$ cat config.mk
export PLATFORM = sky130hd
export DESIGN_NAME = qs_srt_mstack
export DESIGN_NICKNAME = d
export VERILOG_FILES = /design/src/rtl/qs_srt_mstack.sv
export SDC_FILE = /design/constraint.sdc
export NUM_CORES = 2
export LEC_CHECK = 0
export ABC_AREA = 1
export BUFFER_PORTS_ARGS = -buffer_cell sky130_fd_sc_hd__buf_4
export CORE_ASPECT_RATIO = 1.5
export CORE_MARGIN = 2
export CORE_UTILIZATION = 47
export DETAILED_ROUTE_END_ITERATION = 10
export GPL_ROUTABILITY_DRIVEN = 0
export REMOVE_ABC_BUFFERS = 1
export SLEW_MARGIN = 20
export SYNTH_ARGS = -nofsm -noshare
export SYNTH_HDL_FRONTEND = slang
export SYNTH_HIERARCHICAL = 1
export SYNTH_SLANG_ARGS = --single-unit
export TNS_END_PERCENT = 5
$ cat constraint.sdc
create_clock -name clk -period 10.34 [get_ports clk]
set_clock_uncertainty 0.05 [all_clocks]
set_input_delay 1.551 -clock clk [delete_from_list [all_inputs] [get_ports clk]]
set_output_delay 1.551 -clock clk [all_outputs]
set_load 0.005 [all_outputs]
$ cat src/rtl/qs_srt_mstack.sv
// qs_srt_mstack: C independent LIFO stacks of N words each, sharing one
// single-port synchronous RAM. Reads (POP/PEEK) return data two cycles
// after the command; occupancy and flags are tracked per context.

// Single-port synchronous RAM: one write or one registered read per cycle.
module qs_srt_mstack_spsram #(
    parameter int W  = 32,
    parameter int D  = 64,
    parameter int AW = 6
) (
    input  logic          clk,
    input  logic          we_i,
    input  logic          re_i,
    input  logic [AW-1:0] addr_i,
    input  logic [W-1:0]  wdata_i,
    output logic [W-1:0]  rdata_o
);
    logic [W-1:0] mem_q [D];
    logic [W-1:0] rdata_q;

    // Storage write and registered read; read data holds between reads.
    always_ff @(posedge clk) begin
        if (we_i) mem_q[addr_i] <= wdata_i;
        if (re_i) rdata_q <= mem_q[addr_i];
    end

    assign rdata_o = rdata_q;
endmodule

module qs_srt_mstack #(
    parameter int N = 16,
    parameter int W = 32,
    parameter int C = 4
) (
    input  logic                                 clk,
    input  logic                                 rst,
    input  logic                                 cmd_vld_r,
    input  logic [1:0]                           cmd_op_r,
    input  logic [((C > 1) ? $clog2(C) : 1)-1:0] cmd_ctx_r,
    input  logic [W-1:0]                         cmd_dat_r,
    output logic                                 cmd_err_w,
    output logic [W-1:0]                         head_r,
    output logic [((C > 1) ? $clog2(C) : 1)-1:0] head_ctx_r,
    output logic                                 head_vld_r,
    output logic [C-1:0]                         empty_r,
    output logic [C-1:0]                         full_r
);
    localparam int CW   = (C > 1) ? $clog2(C) : 1;
    localparam int IW   = $clog2(N);
    localparam int CNTW = $clog2(N + 1);
    localparam int AW   = CW + IW;

    localparam logic [1:0] OP_PUSH = 2'd0;
    localparam logic [1:0] OP_POP  = 2'd1;
    localparam logic [1:0] OP_PEEK = 2'd2;
    localparam logic [1:0] OP_CLR  = 2'd3;

    logic [CNTW-1:0] cnt_q [C];
    logic [CNTW-1:0] cnt_d [C];
    logic [C-1:0]    empty_q, full_q;

    logic [CNTW-1:0] cnt_sel, cnt_dec;
    logic            ctx_ok, sel_empty, sel_full;
    logic            err, acc;
    logic            mem_we, mem_re;
    logic [AW-1:0]   mem_addr;
    logic [W-1:0]    mem_rdata;

    logic            rd_vld_p1_q;
    logic [CW-1:0]   rd_ctx_p1_q;
    logic            head_vld_q;
    logic [W-1:0]    head_q;
    logic [CW-1:0]   head_ctx_q;

    // Command decode: acceptance check, RAM access and next occupancy.
    always_comb begin
        cnt_sel = '0;
        for (int c = 0; c < C; c++) begin
            if (cmd_ctx_r == CW'(c)) cnt_sel = cnt_q[c];
        end
        ctx_ok    = (int'(cmd_ctx_r) < C);
        sel_empty = (cnt_sel == '0);
        sel_full  = (cnt_sel == CNTW'(N));
        cnt_dec   = cnt_sel - CNTW'(1);

        err = 1'b0;
        if (!rst && cmd_vld_r) begin
            case (cmd_op_r)
                OP_PUSH: err = !ctx_ok || sel_full;
                OP_POP:  err = !ctx_ok || sel_empty;
                OP_PEEK: err = !ctx_ok || sel_empty;
                default: err = !ctx_ok;
            endcase
        end
        acc = !rst && cmd_vld_r && !err;

        mem_we   = acc && (cmd_op_r == OP_PUSH);
        mem_re   = acc && ((cmd_op_r == OP_POP) || (cmd_op_r == OP_PEEK));
        mem_addr = mem_we ? {cmd_ctx_r, cnt_sel[IW-1:0]}
                          : {cmd_ctx_r, cnt_dec[IW-1:0]};

        for (int c = 0; c < C; c++) begin
            cnt_d[c] = cnt_q[c];
            if (acc && (cmd_ctx_r == CW'(c))) begin
                case (cmd_op_r)
                    OP_PUSH: cnt_d[c] = cnt_q[c] + CNTW'(1);
                    OP_POP:  cnt_d[c] = cnt_q[c] - CNTW'(1);
                    OP_CLR:  cnt_d[c] = '0;
                    default: cnt_d[c] = cnt_q[c];
                endcase
            end
        end
    end

    assign cmd_err_w = err;

    // Occupancy counters and registered empty/full flags.
    always_ff @(posedge clk) begin
        if (rst) begin
            for (int c = 0; c < C; c++) cnt_q[c] <= '0;
            empty_q <= '1;
            full_q  <= '0;
        end else begin
            for (int c = 0; c < C; c++) begin
                cnt_q[c]   <= cnt_d[c];
                empty_q[c] <= (cnt_d[c] == '0);
                full_q[c]  <= (cnt_d[c] == CNTW'(N));
            end
        end
    end

    qs_srt_mstack_spsram #(.W(W), .D(C * N), .AW(AW)) u_ram (
        .clk     (clk),
        .we_i    (mem_we),
        .re_i    (mem_re),
        .addr_i  (mem_addr),
        .wdata_i (cmd_dat_r),
        .rdata_o (mem_rdata)
    );

    // Stage p1: read in flight inside the RAM, its context tracked alongside.
    always_ff @(posedge clk) begin
        if (rst) rd_vld_p1_q <= 1'b0;
        else     rd_vld_p1_q <= mem_re;
        if (mem_re) rd_ctx_p1_q <= cmd_ctx_r;
    end

    // Stage p2: capture RAM data into the held head register.
    always_ff @(posedge clk) begin
        if (rst) head_vld_q <= 1'b0;
        else     head_vld_q <= rd_vld_p1_q;
        if (!rst && rd_vld_p1_q) begin
            head_q     <= mem_rdata;
            head_ctx_q <= rd_ctx_p1_q;
        end
    end

    assign head_r     = head_q;
    assign head_ctx_r = head_ctx_q;
    assign head_vld_r = head_vld_q;
    assign empty_r    = empty_q;
    assign full_r     = full_q;
endmodule

==> results.toml <==
[yosys]
synth_common_cells = "5814 x nand2_1, 2116 x edfxtp_1, 244 x buf_2"
netlist_top_cells_area = "edfxtp_1 70%, nand2_1 24%, buf_2 1.4%, nor2_1 0.73%, dfxtp_1 0.67%"
synth_edf_count = 2116
synth_top_cell_by_area = "edfxtp_1"
avgSynthCellArea_um2 = 10.2
postSynthCellCount = 8813
syn_area_mm2 = 0.0902
yosysMostFrequentCell = "nand2_1"
yosys_warnings = 6
synthArstFlopShare_pct = 0
seq_area_frac_synth_pct = 71.1
synth-seq-cells = 2146
ys_types = 39
yosysTopAreaCellShare_pct = 70.5
ys.flop_type = "edfxtp_1"

[power]
leakage_nw = 41.0
p_per_area_mw_per_mm2 = 180
vdd_ir_drop_max_mv = 0.128

[timing]
finalSetupViolCount = 0
max_freq_ghz = 0.141
finalSetupTns_ns = 0
max-slew-margin-rel_pct = 23.8
slew_viol_final = 0
post-route-period-util_pct = 68.6
final_hold_viol_count = 0
finalCriticalPeriod_ns = 7.10
rsz0062_at_grt = "false"
tightest_slew_ns = 1.14

[clock_network]
hold_buffers = 0
cts.sinks = 2146
cts_buffer_depth = 4
cts_setup_buffers = 0
htree_levels = 4
root_buffer = "clkbuf_16"
cts_buffers = 202
clock_latency_ns = 0.83
path_clk_slew_ns = 0.06
cts_tree = "yes"
cts_resized = 0

[routing]
drcViolationCount = 0
via_per_inst = 5.28
drt_pre_antenna_iters = 6
dr_total_vias = 60400
wl_um = 247000
drt_iter0_markers = 5301
ant_nets = 0
wl_per_cell_um = 21.6

[die]
rows = 196
core_area_mm2 = 0.190
die_area_mm2 = 0.195
start_util_pct = 47.4
fp.dieW_um = 362
die_y_um = 540
boundaryPins = 83

[final_layout]
multi_input_comb_area_mm2 = 0.0244
seqCellArea_mm2 = 0.0641
drive_gt1_share_pct = 6.55
nFillCells = 16900
final_net_count = 8860
stdcell_area_mm2 = 0.100
areaGrowthSynthToFinish_pct = 10.8

[placement]
hpwl_um = 139000
place_area_mm2 = 0.0936
io_buffers = 82

[global_routing]
grt_pass1_vias = 58600
gr-total-overflow = 0
grt_use_total_pct = 24.9
antenna_found_initial = 10
grt_pass1_wl_um = 368000
grt_max_degree = 180

[critical_path]
cpPeakStageDelay_ns = 1.03
critPathMaxFanout = 50
worstPathCellList = "buf_4, inv_1, nor2_2, nand2_1, nand2_1, a221oi_1, ha_1, inv_1, nor2_1, nand2_2, nor2_4, nand2_4, nand3_1, mux2i_4, inv_8, nor2_1, nand3_1, nor2_4, buf_4"
end_kind = "flip-flop"
cpMaxStageDelayCell = "nor2_4"
path_class = "in2reg"
cp-start-kind = "input port"
worstPathRequired_ns = 10.79
arrival_ns = 7.55

[status]
outcome = "finished clean"

[hold_path]
hp-class = "reg2reg"

[run]
max_cap_viol_count = 0
==> layout by cell type, fill, tap and decap left out, types with 3 or more instances in the layout <==
cell type,Yosys,final
nand4_1,20,20
nand3b_1,3,3
inv_1,49,49
xnor2_1,4,4
fa_1,4,4
o21ai_0,14,14
xor2_1,6,4
clkinvlp_4,0,3
buf_12,0,11
nor3_1,8,7
nor3_4,0,7
bufinv_16,0,16
diode_2,0,3
dfxtp_1,30,30
nand2_1,5814,5814
clkinv_1,0,42
a21oi_1,21,21
o211ai_1,5,5
clkinv_2,0,35
inv_2,15,12
buf_16,0,4
nor2_1,175,112
edfxtp_1,2116,2116
inv_8,0,3
nor2_4,2,65
buf_4,11,200
clkbuf_8,0,3
clkbuf_16,0,205
ha_1,18,18
nand2_2,3,3
nand3_1,43,43
or2_2,5,5
clkbuf_1,143,53
==> cell families after synthesis <==
family	count (synthesis)	synth area share [%]
compound gates	47	0.291
xor+xnor	10	0.0971
fa+ha+maj	22	0.339
buf+inv	497	2.52
flops	2146	71.1
mux	1	0.0111
simple gates	6090	25.6
==> worst max-delay path: cells and delay by family <==
kind	cells	cell delay, ns
simple gates	11	3.43
buf+inv	5	1.01
mux	1	0.65
compound gates	1	0.60
fa+ha+maj	1	0.27
==> sequential cells by signal (all words and copies together) (netlist names) <==
register and flops:
head_ctx_r 2, head_vld_r 1, rd_vld_p1_q 1, rd_ctx_p1_q 2
head_r 32, cnt_q 20, u_ram/mem_q 2048, empty_r 4
u_ram/rdata_o 32, full_r 4
==> per-stage QoR <==
stage	util (%)	cells	hold slack, ns	total power, W	worst slack [ns]
2_1_floorplan	-	8380	0.350	0.0109	-116.24
3_3_place_gp	49.2	11100	0.359	0.0109	2.52
3_5_place_dp	49.2	11100	0.355	0.0109	2.45
4_1_cts	52.5	11400	0.369	0.0181	3.33
5_1_grt	52.5	11400	0.376	0.0185	2.94
6_report	52.5	11400	0.369	0.0180	3.24
==> power by group <==
| group | internal, W | switching (W) |
|---|---|---|
| Sequential | 0.00958 | 0.0000134 |
| Combinational | 0.000262 | 0.000891 |
| Clock | 0.00405 | 0.00316 |
==> routing by layer <==
layer  GRT usage (%)  vias to the layer above  wire length (um)
met5               0                        -                11
met1            31.8                    29600             99300
met4            7.81                        2              7460
met3            2.73                      393             13500
li1                -                    28500                 -
met2            44.3                     1919            126000
==> cell type report <==
type / count / share of cell area [%]
flip-flops and latches: 2146 / 64.2
multi-input cells: 6170 / 24.4
clock buffers: 261 / 5.37
well taps: 2475 / 3.10
repair buffers: 215 / 1.83
clock inverters: 100 / 0.886
inverters: 64 / 0.263
diodes: 3 / 0.00751
==> path summary, 6_finish.rpt <==
kind	start	end	slack (ns)	cells past startpoint
max	cmd_ctx_r[0]	u_ram/mem_q[26][22]	3.24	19
min	u_ram/rdata_o[11]	head_r[11]	0.37	0
max reg2reg	cnt_q[0][1]	u_ram/mem_q[26][22]	3.93	16
min reg2reg	u_ram/rdata_o[11]	head_r[11]	0.37	0
(Power assumes the default switching activity.)
